[src/rtl/fma_issue_arbiter_if.sv]
// Issue/response bundle between the FPU issue logic, the FMA pipe and the arbiter.
// No storage of its own. The slave side is the arbiter; the master side is the environment.
interface fma_issue_arbiter_if #(
    parameter int TAG_W = 4
);
    logic             req0_valid;
    logic             req0_ready;
    logic [1:0]       req0_op;
    logic [32:0]      req0_a;
    logic [32:0]      req0_b;
    logic [32:0]      req0_c;
    logic [2:0]       req0_rm;
    logic [TAG_W-1:0] req0_tag;

    logic             req1_valid;
    logic             req1_ready;
    logic [1:0]       req1_op;
    logic [32:0]      req1_a;
    logic [32:0]      req1_b;
    logic [32:0]      req1_c;
    logic [2:0]       req1_rm;
    logic [TAG_W-1:0] req1_tag;

    logic             pipe_validin;
    logic [1:0]       pipe_op;
    logic [32:0]      pipe_a;
    logic [32:0]      pipe_b;
    logic [32:0]      pipe_c;
    logic [2:0]       pipe_rm;
    logic [32:0]      pipe_out;
    logic [4:0]       pipe_flags;

    logic             resp_valid;
    logic             resp_ready;
    logic             resp_id;
    logic [TAG_W-1:0] resp_tag;
    logic [32:0]      resp_out;
    logic [4:0]       resp_flags;

    modport master (
        output req0_valid, req0_op, req0_a, req0_b, req0_c, req0_rm, req0_tag,
        input  req0_ready,
        output req1_valid, req1_op, req1_a, req1_b, req1_c, req1_rm, req1_tag,
        input  req1_ready,
        input  pipe_validin, pipe_op, pipe_a, pipe_b, pipe_c, pipe_rm,
        output pipe_out, pipe_flags,
        input  resp_valid, resp_id, resp_tag, resp_out, resp_flags,
        output resp_ready
    );

    modport slave (
        input  req0_valid, req0_op, req0_a, req0_b, req0_c, req0_rm, req0_tag,
        output req0_ready,
        input  req1_valid, req1_op, req1_a, req1_b, req1_c, req1_rm, req1_tag,
        output req1_ready,
        output pipe_validin, pipe_op, pipe_a, pipe_b, pipe_c, pipe_rm,
        input  pipe_out, pipe_flags,
        output resp_valid, resp_id, resp_tag, resp_out, resp_flags,
        input  resp_ready
    );
endinterface

[src/rtl/fma_issue_arbiter.sv]
// Round-robin two-port issue arbiter for the 2-cycle FMA pipe, with a credit-protected response FIFO.
// Latency: accept in T, resp_valid in T+3; 1 op/cycle while credits remain.
// Backpressure: ready drops when FIFO occupancy plus in-flight ops reaches RESP_DEPTH; FMA_ARB_PERF_CNT_EN adds perf counters.
module fma_issue_arbiter #(
    parameter int RESP_DEPTH = 4,
    parameter int TAG_W      = 4
) (
    input  logic                clock,
    input  logic                reset_n,
    fma_issue_arbiter_if.slave  bus
`ifdef FMA_ARB_PERF_CNT_EN
    ,
    output logic [31:0]         perf_issued,
    output logic [31:0]         perf_stall
`endif
);
    localparam int PW = $clog2(RESP_DEPTH);
    localparam int CW = $clog2(RESP_DEPTH + 1);
    localparam logic [CW:0] DEPTH_C = (CW+1)'(RESP_DEPTH);

    typedef struct packed {
        logic             vld;
        logic             id;
        logic [TAG_W-1:0] tag;
    } flight_t;

    typedef struct packed {
        logic             id;
        logic [TAG_W-1:0] tag;
        logic [32:0]      out;
        logic [4:0]       flags;
    } resp_t;

    flight_t       stg0_q, stg0_d;
    flight_t       stg1_q, stg1_d;
    logic          last_q, last_d;
    logic [CW-1:0] occ_q, occ_d;
    logic [PW-1:0] wr_ptr_q, wr_ptr_d;
    logic [PW-1:0] rd_ptr_q, rd_ptr_d;
    resp_t         mem_q [RESP_DEPTH];

    logic [CW:0]   committed;
    logic          credit_ok;
    logic          any_vld;
    logic          grant_id;
    logic          accepted;
    logic          push;
    logic          pop;
    resp_t         push_dat;
    resp_t         head_dat;

    // Credits count only registered state, so resp_ready never reaches reqN_ready.
    always_comb begin
        committed = {1'b0, occ_q} + (CW+1)'(stg0_q.vld) + (CW+1)'(stg1_q.vld);
        credit_ok = committed < DEPTH_C;
        any_vld   = bus.req0_valid | bus.req1_valid;
        grant_id  = (bus.req0_valid & bus.req1_valid) ? ~last_q : bus.req1_valid;
        accepted  = reset_n & credit_ok & any_vld;
        last_d    = accepted ? grant_id : last_q;

        stg0_d    = '{vld: accepted, id: grant_id, tag: grant_id ? bus.req1_tag : bus.req0_tag};
        stg1_d    = stg0_q;

        push      = stg1_q.vld;
        pop       = (occ_q != '0) & bus.resp_ready;
        push_dat  = '{id: stg1_q.id, tag: stg1_q.tag, out: bus.pipe_out, flags: bus.pipe_flags};

        wr_ptr_d  = wr_ptr_q + PW'(push);
        rd_ptr_d  = rd_ptr_q + PW'(pop);
        occ_d     = occ_q + CW'(push) - CW'(pop);
        head_dat  = mem_q[rd_ptr_q];
    end

    always_ff @(posedge clock or negedge reset_n) begin
        if (!reset_n) begin
            stg0_q   <= '0;
            stg1_q   <= '0;
            last_q   <= 1'b1;
            occ_q    <= '0;
            wr_ptr_q <= '0;
            rd_ptr_q <= '0;
        end else begin
            stg0_q   <= stg0_d;
            stg1_q   <= stg1_d;
            last_q   <= last_d;
            occ_q    <= occ_d;
            wr_ptr_q <= wr_ptr_d;
            rd_ptr_q <= rd_ptr_d;
        end
    end

    always_ff @(posedge clock) begin
        if (push) begin
            mem_q[wr_ptr_q] <= push_dat;
        end
    end

    assign bus.req0_ready   = accepted & ~grant_id;
    assign bus.req1_ready   = accepted & grant_id;
    assign bus.pipe_validin = accepted;
    assign bus.pipe_op      = grant_id ? bus.req1_op : bus.req0_op;
    assign bus.pipe_a       = grant_id ? bus.req1_a  : bus.req0_a;
    assign bus.pipe_b       = grant_id ? bus.req1_b  : bus.req0_b;
    assign bus.pipe_c       = grant_id ? bus.req1_c  : bus.req0_c;
    assign bus.pipe_rm      = grant_id ? bus.req1_rm : bus.req0_rm;

    assign bus.resp_valid   = occ_q != '0;
    assign bus.resp_id      = head_dat.id;
    assign bus.resp_tag     = head_dat.tag;
    assign bus.resp_out     = head_dat.out;
    assign bus.resp_flags   = head_dat.flags;

    // The pipe cannot stall, so a result arriving at a full FIFO would be lost.
    push_when_full_a: assert property (@(posedge clock) disable iff (!reset_n)
        !(push && occ_q == CW'(RESP_DEPTH)));

`ifdef FMA_ARB_PERF_CNT_EN
    logic [31:0] perf_issued_q, perf_issued_d;
    logic [31:0] perf_stall_q, perf_stall_d;

    always_comb begin
        perf_issued_d = perf_issued_q;
        perf_stall_d  = perf_stall_q;
        if (accepted && perf_issued_q != 32'hFFFF_FFFF) begin
            perf_issued_d = perf_issued_q + 32'd1;
        end
        if (any_vld && !accepted && perf_stall_q != 32'hFFFF_FFFF) begin
            perf_stall_d = perf_stall_q + 32'd1;
        end
    end

    always_ff @(posedge clock or negedge reset_n) begin
        if (!reset_n) begin
            perf_issued_q <= '0;
            perf_stall_q  <= '0;
        end else begin
            perf_issued_q <= perf_issued_d;
            perf_stall_q  <= perf_stall_d;
        end
    end

    assign perf_issued = perf_issued_q;
    assign perf_stall  = perf_stall_q;
`endif
endmodule

[src/flat_wrapper.sv]
// flat-port wrapper written by rule: the top's interface ports become plain ports
module fma_issue_arbiter_flat 
#(
    parameter int RESP_DEPTH = 4,
    parameter int TAG_W      = 4
)
  (clock, reset_n, bus_req0_valid, bus_req0_op, bus_req0_a, bus_req0_b, bus_req0_c, bus_req0_rm, bus_req0_tag, bus_req0_ready, bus_req1_valid, bus_req1_op, bus_req1_a, bus_req1_b, bus_req1_c, bus_req1_rm, bus_req1_tag, bus_req1_ready, bus_pipe_validin, bus_pipe_op, bus_pipe_a, bus_pipe_b, bus_pipe_c, bus_pipe_rm, bus_pipe_out, bus_pipe_flags, bus_resp_valid, bus_resp_id, bus_resp_tag, bus_resp_out, bus_resp_flags, bus_resp_ready);
  fma_issue_arbiter_if #(.TAG_W(TAG_W)) bus_i ();
  input  logic clock;
  input  logic reset_n;
  input wire logic [$bits(bus_i.req0_valid)-1:0] bus_req0_valid;
  input wire logic [$bits(bus_i.req0_op)-1:0] bus_req0_op;
  input wire logic [$bits(bus_i.req0_a)-1:0] bus_req0_a;
  input wire logic [$bits(bus_i.req0_b)-1:0] bus_req0_b;
  input wire logic [$bits(bus_i.req0_c)-1:0] bus_req0_c;
  input wire logic [$bits(bus_i.req0_rm)-1:0] bus_req0_rm;
  input wire logic [$bits(bus_i.req0_tag)-1:0] bus_req0_tag;
  output wire logic [$bits(bus_i.req0_ready)-1:0] bus_req0_ready;
  input wire logic [$bits(bus_i.req1_valid)-1:0] bus_req1_valid;
  input wire logic [$bits(bus_i.req1_op)-1:0] bus_req1_op;
  input wire logic [$bits(bus_i.req1_a)-1:0] bus_req1_a;
  input wire logic [$bits(bus_i.req1_b)-1:0] bus_req1_b;
  input wire logic [$bits(bus_i.req1_c)-1:0] bus_req1_c;
  input wire logic [$bits(bus_i.req1_rm)-1:0] bus_req1_rm;
  input wire logic [$bits(bus_i.req1_tag)-1:0] bus_req1_tag;
  output wire logic [$bits(bus_i.req1_ready)-1:0] bus_req1_ready;
  output wire logic [$bits(bus_i.pipe_validin)-1:0] bus_pipe_validin;
  output wire logic [$bits(bus_i.pipe_op)-1:0] bus_pipe_op;
  output wire logic [$bits(bus_i.pipe_a)-1:0] bus_pipe_a;
  output wire logic [$bits(bus_i.pipe_b)-1:0] bus_pipe_b;
  output wire logic [$bits(bus_i.pipe_c)-1:0] bus_pipe_c;
  output wire logic [$bits(bus_i.pipe_rm)-1:0] bus_pipe_rm;
  input wire logic [$bits(bus_i.pipe_out)-1:0] bus_pipe_out;
  input wire logic [$bits(bus_i.pipe_flags)-1:0] bus_pipe_flags;
  output wire logic [$bits(bus_i.resp_valid)-1:0] bus_resp_valid;
  output wire logic [$bits(bus_i.resp_id)-1:0] bus_resp_id;
  output wire logic [$bits(bus_i.resp_tag)-1:0] bus_resp_tag;
  output wire logic [$bits(bus_i.resp_out)-1:0] bus_resp_out;
  output wire logic [$bits(bus_i.resp_flags)-1:0] bus_resp_flags;
  input wire logic [$bits(bus_i.resp_ready)-1:0] bus_resp_ready;
  assign bus_i.req0_valid = bus_req0_valid;
  assign bus_i.req0_op = bus_req0_op;
  assign bus_i.req0_a = bus_req0_a;
  assign bus_i.req0_b = bus_req0_b;
  assign bus_i.req0_c = bus_req0_c;
  assign bus_i.req0_rm = bus_req0_rm;
  assign bus_i.req0_tag = bus_req0_tag;
  assign bus_req0_ready = bus_i.req0_ready;
  assign bus_i.req1_valid = bus_req1_valid;
  assign bus_i.req1_op = bus_req1_op;
  assign bus_i.req1_a = bus_req1_a;
  assign bus_i.req1_b = bus_req1_b;
  assign bus_i.req1_c = bus_req1_c;
  assign bus_i.req1_rm = bus_req1_rm;
  assign bus_i.req1_tag = bus_req1_tag;
  assign bus_req1_ready = bus_i.req1_ready;
  assign bus_pipe_validin = bus_i.pipe_validin;
  assign bus_pipe_op = bus_i.pipe_op;
  assign bus_pipe_a = bus_i.pipe_a;
  assign bus_pipe_b = bus_i.pipe_b;
  assign bus_pipe_c = bus_i.pipe_c;
  assign bus_pipe_rm = bus_i.pipe_rm;
  assign bus_i.pipe_out = bus_pipe_out;
  assign bus_i.pipe_flags = bus_pipe_flags;
  assign bus_resp_valid = bus_i.resp_valid;
  assign bus_resp_id = bus_i.resp_id;
  assign bus_resp_tag = bus_i.resp_tag;
  assign bus_resp_out = bus_i.resp_out;
  assign bus_resp_flags = bus_i.resp_flags;
  assign bus_i.resp_ready = bus_resp_ready;
  fma_issue_arbiter #(.RESP_DEPTH(RESP_DEPTH), .TAG_W(TAG_W)) u_core (.clock(clock), .reset_n(reset_n), .bus(bus_i));
endmodule
[config.mk]
export PLATFORM = sky130hd
export DESIGN_NAME = fma_issue_arbiter_flat
export DESIGN_NICKNAME = d
export VERILOG_FILES = /design/src/rtl/fma_issue_arbiter_if.sv /design/src/rtl/fma_issue_arbiter.sv /design/src/flat_wrapper.sv
export SDC_FILE = /design/constraint.sdc
export NUM_CORES = 1
export LEC_CHECK = 0
export ABC_CLOCK_PERIOD_IN_PS = 5600
export CAP_MARGIN = 5
export CORE_AREA = 2 2 160 162
export DETAILED_ROUTE_END_ITERATION = 10
export DIE_AREA = 0 0 162 164
export GPL_ROUTABILITY_DRIVEN = 0
export PLACE_DENSITY = 0.69
export SLEW_MARGIN = 20
export SYNTH_ARGS = -nofsm -noshare
export SYNTH_HDL_FRONTEND = slang
export SYNTH_SLANG_ARGS = --single-unit
[constraint.sdc]
create_clock -name clock -period 5.6 [get_ports clock]
set_clock_uncertainty 0.2 [all_clocks]
set_input_delay 1.12 -clock clock [delete_from_list [all_inputs] [get_ports clock]]
set_output_delay 1.12 -clock clock [all_outputs]
set_load 0.01 [all_outputs]
==> results of run 1 <==
cell families after synthesis:
family          count (synthesis)  synth area share
buf+inv                        27            0.0318
fa+ha+maj                       5           0.00837
xor+xnor                        4           0.00419
compound gates                  4           0.00434
mux                           153             0.266
simple gates                   15           0.00823
flops                         192             0.677
through the flow:
step / area [sq um] / util / hold WS (ns) / std cells / power [uW]
after detailed placement: 12800 / 0.514 / 0.140 / 1128 / 3910
after global routing: 13300 / 0.537 / 0.171 / 1161 / 5240
after floorplan: 8370 / - / 0.131 / 400 / 2940
after CTS: 13300 / 0.537 / 0.158 / 1160 / 5070
final: 13300 / 0.537 / 0.156 / 1162 / 5010
after global placement: 12800 / 0.514 / 0.132 / 1128 / 3900
routing by layer:
| metal | up-vias | global-route usage | share of wire |
|---|---|---|---|
| li1 | 2472 | - | - |
| met1 | 2729 | 0.276 | 0.38 |
| met2 | 295 | 0.338 | 0.47 |
| met3 | 28 | 0.114 | 0.13 |
| met4 | 4 | 0.0467 | 0.013 |
| met5 | - | 0 | 0.00088 |
cell usage after synthesis, types with 2 or more instances:
library cell    n  area [sq um]
buf_12          4          80.1
buf_2           5          25.0
buf_6          12           135
dfrtp_1        19           475
edfxtp_1      172          5160
ha_1            4          50.1
inv_1           5          18.8
mux2_2        108          1220
mux4_1          5           131
mux4_2         38           856
nand2_1         5          18.8
nor2_1          5          18.8
xnor2_1         2          17.5
xor2_1          2          17.5
state kept, by name (all words and copies together), names as in the netlist:
signal and cells:
u_core.mem_q 172, u_core.stg0_q 6, u_core.push_dat 5, u_core.occ_q 3
u_core.rd_ptr_q 2, u_core.wr_ptr_q 2, u_core.last_q 1, u_core.push 1
how the worst max path moves through the flow:
stage | start | endpoint | depth (start not counted)
5_1_grt | bus_req0_valid | bus_pipe_a[8] | 6
3_5_place_dp | bus_req0_valid | bus_pipe_a[8] | 6
2_1_floorplan | u_core.push | u_core.mem_q[0][0] | 1
4_1_cts | bus_req0_valid | bus_pipe_a[8] | 6
3_3_place_gp | bus_req0_valid | bus_pipe_a[4] | 6
6_report | bus_req0_valid | bus_pipe_c[8] | 6
cell type report:
class / count / area share
well taps: 330 / 0.0310
clock buffers: 18 / 0.0322
clock inverters: 14 / 0.0105
diodes: 2 / 0.000376
inverters: 5 / 0.00141
flip-flops and latches: 192 / 0.425
repair buffers: 420 / 0.314
multi-input cells: 181 / 0.185
placed cells by master, fill, tap and decap left out, drive strengths merged, types with 5 or more instances in the layout:
master,n
mux2,109
dfrtp,19
clkinv,5
nor2,5
clkbuf,18
buf,11
clkdlybuf4s50,409
inv,13
mux4,43
edfxtp,172
nand2,5
power by group through the flow:
stage	Combinational [uW]	Sequential, uW	Clock, uW
after floorplan	1070	1870	0
after global placement	1910	1990	0
after detailed placement	1910	2000	0
after CTS	1930	1970	1180
after global routing	2020	1990	1230
final	1890	1960	1160
==> reports/metrics.yaml, run 1 <==
outcome:
  status: "finished clean"
clock_tree:
  worstSkewPairLatency_ns: 0.42
  htreeDepth: 4
  clockBufferDepth: 2
  cts_made_buffers: 17
  cts-root-buf: "clkbuf_16"
  cts_sinks: 192
  cts_resized: 0
  tritoncts: "done"
  cts_setup_buffers: 0
  path_clk_slew_ns: 0.08
  holdBufCountCts: 0
hold_path:
  hold_path.class: "register to register"
  whs_path_depth: 0
  hp-start: "u_core.stg0_q[3]"
  min_to: "u_core.push_dat[41]"
power_and_ir_drop:
  p_sw_uw: 1480
  p_int_uw: 3520
  p_clk_frac: 0.231
  power_frac_comb: 0.378
  p_per_area_nw_per_um2: 376
  switching_share: 0.297
  leakage_uw: 0.00459
  ir_drop_mv: 0.184
  power_frac_seq: 0.391
timing:
  slew_headroom: 0.436
  tightest_slew_ns: 0.845
  period_share: 0.854
  rsz0062_at_grt: "false"
  setup_tns_ns: 0
  post-route-min-period_ns: 4.78
  setup_viol: 0
  fin_ws_ns: 0.818
  hold_viol: 0
  drv_slew: 0
  max_freq_mhz: 209
synthesis:
  synth_edf_count: 172
  async_flop_share: 0.104
  synth_area_sq_um: 8370
  synth-warning-count: 0
  ys_ff_latch: 192
  ys.flop_type: "edfxtp_1"
  ys_seq_area_frac: 0.677
  syn_nets: 664
  ys_types: 28
  synth_area_per_cell_sq_um: 20.9
  netlist_instances: 400
setup_path:
  crit_fanout: 60
  slowest_stage: "clkdlybuf4s50_1"
  cp_cell_sequence: "clkdlybuf4s50_1 -> nand2_1 -> nand2_4 -> buf_12 -> mux2_2 -> clkdlybuf4s50_1"
  arrival_ns: 3.46
  worst-path-buf-inv: 3
  critPathLaunchType: "input pin"
  worstPathRequired_ns: 4.28
  criticalPathCategory: "input pin to output port"
  timing.reg2reg.setup_slack_ns: 3.46
  cpLargestDelayFamily: "buffers and inverters"
  reg2regPathDepth: 2
  r2r_end: "u_core.mem_q[3][19]"
  cpPeakStageDelay_ns: 0.52
  cpMostUsedCell: "clkdlybuf4s50_1"
  r2r_start: "u_core.wr_ptr_q[1]"
  end_kind: "output port"
layout:
  drive_above_1_share: 0.239
  final_nets: 1081
  syn_to_final_growth_pct: 59.3
  final-seq-area_sq_um: 5670
  fillers: 2072
  multiInputGateArea_sq_um: 2460
global_route:
  grt_pass1_vias: 5781
  grt_pass1_wl_mm: 40.4
  grt-ovfl-total: 0
  grt_max_degree: 61
  antenna_found_initial: 9
  grt_usage: 0.219
routing:
  ant_nets: 0
  via_per_inst: 4.76
  vias: 5528
  drc: 0
  first_pass_iters: 6
  first_iter_violations: 305
  totalWireLength_mm: 29.6
  wl_per_cell_microns: 25.5
run:
  maxCapViolations: 0
die:
  die-area_sq_um: 26600
  pin_count: 410
  die_height_microns: 164
  die_w_microns: 162
  start_util: 0.337
  core_sq_um: 24800
  placementRows: 58
placed_design:
  io_buffers: 409
  place_ws_ns: 0.841
  dp_hpwl_mm: 23.2
Power figures use the tool's default switching activity.
==> run 2: changes to the inputs <==
--- a/config.mk
+++ b/config.mk
@@ -7,11 +7,13 @@
 export LEC_CHECK = 0
 export ABC_CLOCK_PERIOD_IN_PS = 5600
 export CAP_MARGIN = 5
-export CORE_AREA = 2 2 160 162
+export CELL_PAD_IN_SITES_DETAIL_PLACEMENT = 1
+export CELL_PAD_IN_SITES_GLOBAL_PLACEMENT = 1
+export CORE_MARGIN = 1.5
+export CORE_UTILIZATION = 33
 export DETAILED_ROUTE_END_ITERATION = 10
-export DIE_AREA = 0 0 162 164
 export GPL_ROUTABILITY_DRIVEN = 0
-export PLACE_DENSITY = 0.69
+export PLACE_DENSITY_LB_ADDON = 0.1
 export SLEW_MARGIN = 20
 export SYNTH_ARGS = -nofsm -noshare
 export SYNTH_HDL_FRONTEND = slang
==> run 2 against run 1 <==
Critical endpoint is now bus_pipe_c[17]. Clock power shrank 6%. Worst hold slack got worse by 0.0036 ns. Largest power group unchanged. Count of clock-buffer cells in the layout unchanged. Non-clock buffer count shrank 3.
==> reports/metrics.yaml, run 2 (same netlist as run 1, synthesis figures left out) <==
power_and_ir_drop:
  power_frac_comb: 0.367
  p_sw_uw: 1440
  p_int_uw: 3490
  power_frac_seq: 0.412
  ir_drop_mv: 0.275
  leakage_uw: 0.00456
  switching_share: 0.292
  p_per_area_nw_per_um2: 372
  p_clk_frac: 0.222
global_route:
  antenna_found_initial: 8
  grt_pass1_vias: 6018
  grt_max_degree: 46
  grt_pass1_wl_mm: 40.4
  grt_usage: 0.220
  grt-ovfl-total: 0
clock_tree:
  cts_setup_buffers: 0
  cts_sinks: 192
  holdBufCountCts: 0
  path_clk_slew_ns: 0.07
  worstSkewPairLatency_ns: 0.42
  clockBufferDepth: 2
  tritoncts: "done"
  cts-root-buf: "clkbuf_16"
  htreeDepth: 4
  cts_made_buffers: 17
  cts_resized: 0
placed_design:
  io_buffers: 409
  place_ws_ns: 0.907
  dp_hpwl_mm: 22.5
setup_path:
  end_kind: "output port"
  crit_fanout: 41
  crit_end: "bus_pipe_c[17]"
  timing.reg2reg.setup_slack_ns: 3.41
  r2r_start: "u_core.push"
  reg2regPathDepth: 3
  arrival_ns: 3.36
  critPathLaunchType: "input pin"
  setup.worst_path.start: "bus_req0_valid"
  criticalPathCategory: "input pin to output port"
  r2r_end: "u_core.mem_q[1][37]"
  worstPathRequired_ns: 4.28
timing:
  hold_ws_ns: 0.153
  hold_viol: 0
  tightest_slew_ns: 0.919
  rsz0062_at_grt: "false"
  max_freq_mhz: 214
  fin_ws_ns: 0.919
  setup_tns_ns: 0
  setup_viol: 0
  slew_headroom: 0.387
  post-route-min-period_ns: 4.68
  drv_slew: 0
  period_share: 0.836
routing:
  totalWireLength_mm: 28.9
  wl_per_cell_microns: 25.0
  first_iter_violations: 327
  ant_nets: 0
  vias: 5420
  drc: 0
  first_pass_iters: 4
  via_per_inst: 4.68
die:
  die_w_microns: 162
  start_util: 0.334
  die-area_sq_um: 26300
  placementRows: 58
  core_sq_um: 25000
  pin_count: 410
  die_height_microns: 162
layout:
  layout_commonest_cell: "clkdlybuf4s50_1"
  final_cell_mix: "409 x clkdlybuf4s50_1, 172 x edfxtp_1, 108 x mux2_2, 38 x mux4_2"
  largest_reg_flops: 172
  drive_above_1_share: 0.235
  syn_to_final_growth_pct: 58.8
  final_nets: 1078
  regMostFlops: "u_core.mem_q"
  utilization: 0.531
run:
  maxCapViolations: 0
outcome:
  status: "finished clean"
hold_path:
  hold_path.class: "register to register"
-- run 2: how the worst min path moves through the flow --
| stage | startpoint | slack, ns | depth (start not counted) | endpoint |
|---|---|---|---|---|
| global placement | u_core.stg0_q[1] | 0.13 | 0 | u_core.push_dat[39] |
| CTS | u_core.stg0_q[1] | 0.15 | 0 | u_core.push_dat[39] |
| global route | u_core.stg0_q[0] | 0.16 | 0 | u_core.push_dat[38] |
| floorplan | u_core.stg0_q[0] | 0.13 | 0 | u_core.push_dat[38] |
| finish | u_core.stg0_q[1] | 0.15 | 0 | u_core.push_dat[39] |
| detailed placement | u_core.stg0_q[1] | 0.14 | 0 | u_core.push_dat[39] |
-- run 2: through the flow --
step           power, uW  std cells  area (sq um)
2_1_floorplan       2940        400          8370
3_3_place_gp        3880       1125         12700
5_1_grt             5160       1158         13300
3_5_place_dp        3910       1125         12700
6_report            4940       1158         13300
4_1_cts             5010       1157         13300
-- run 2: worst max-delay path: stages --
cell,delay [ns]
clkdlybuf4s50_1,0.48
nand2_1,0.09
nand2_4,0.43
buf_12,0.30
mux2_2,0.38
clkdlybuf4s50_1,0.51
-- run 2: metal layers --
layer | up-vias | global-route usage | wire length, microns
li1 | 2456 | - | -
met1 | 2713 | 0.283 | 11600
met2 | 224 | 0.362 | 14300
met3 | 25 | 0.0684 | 2570
met4 | 2 | 0.0555 | 419
met5 | - | 0 | 10
-- run 2: cell type report --
type | count | area [sq um]
antenna | 1 | 2.50
clock buffer | 18 | 429
clock inverter | 14 | 108
fill | 2366 | 11700
inverter | 5 | 18.8
multi-input combinational | 181 | 2460
sequential | 192 | 5670
tap | 330 | 413
timing repair buffer | 417 | 4180
-- run 2: power by group through the flow --
stage	combinational, uW	clock, uW	sequential [uW]
global placement	1820	0	2060
floorplan	1070	0	1870
CTS	1840	1120	2050
detailed placement	1830	0	2080
global route	1920	1160	2080
finish	1810	1090	2030
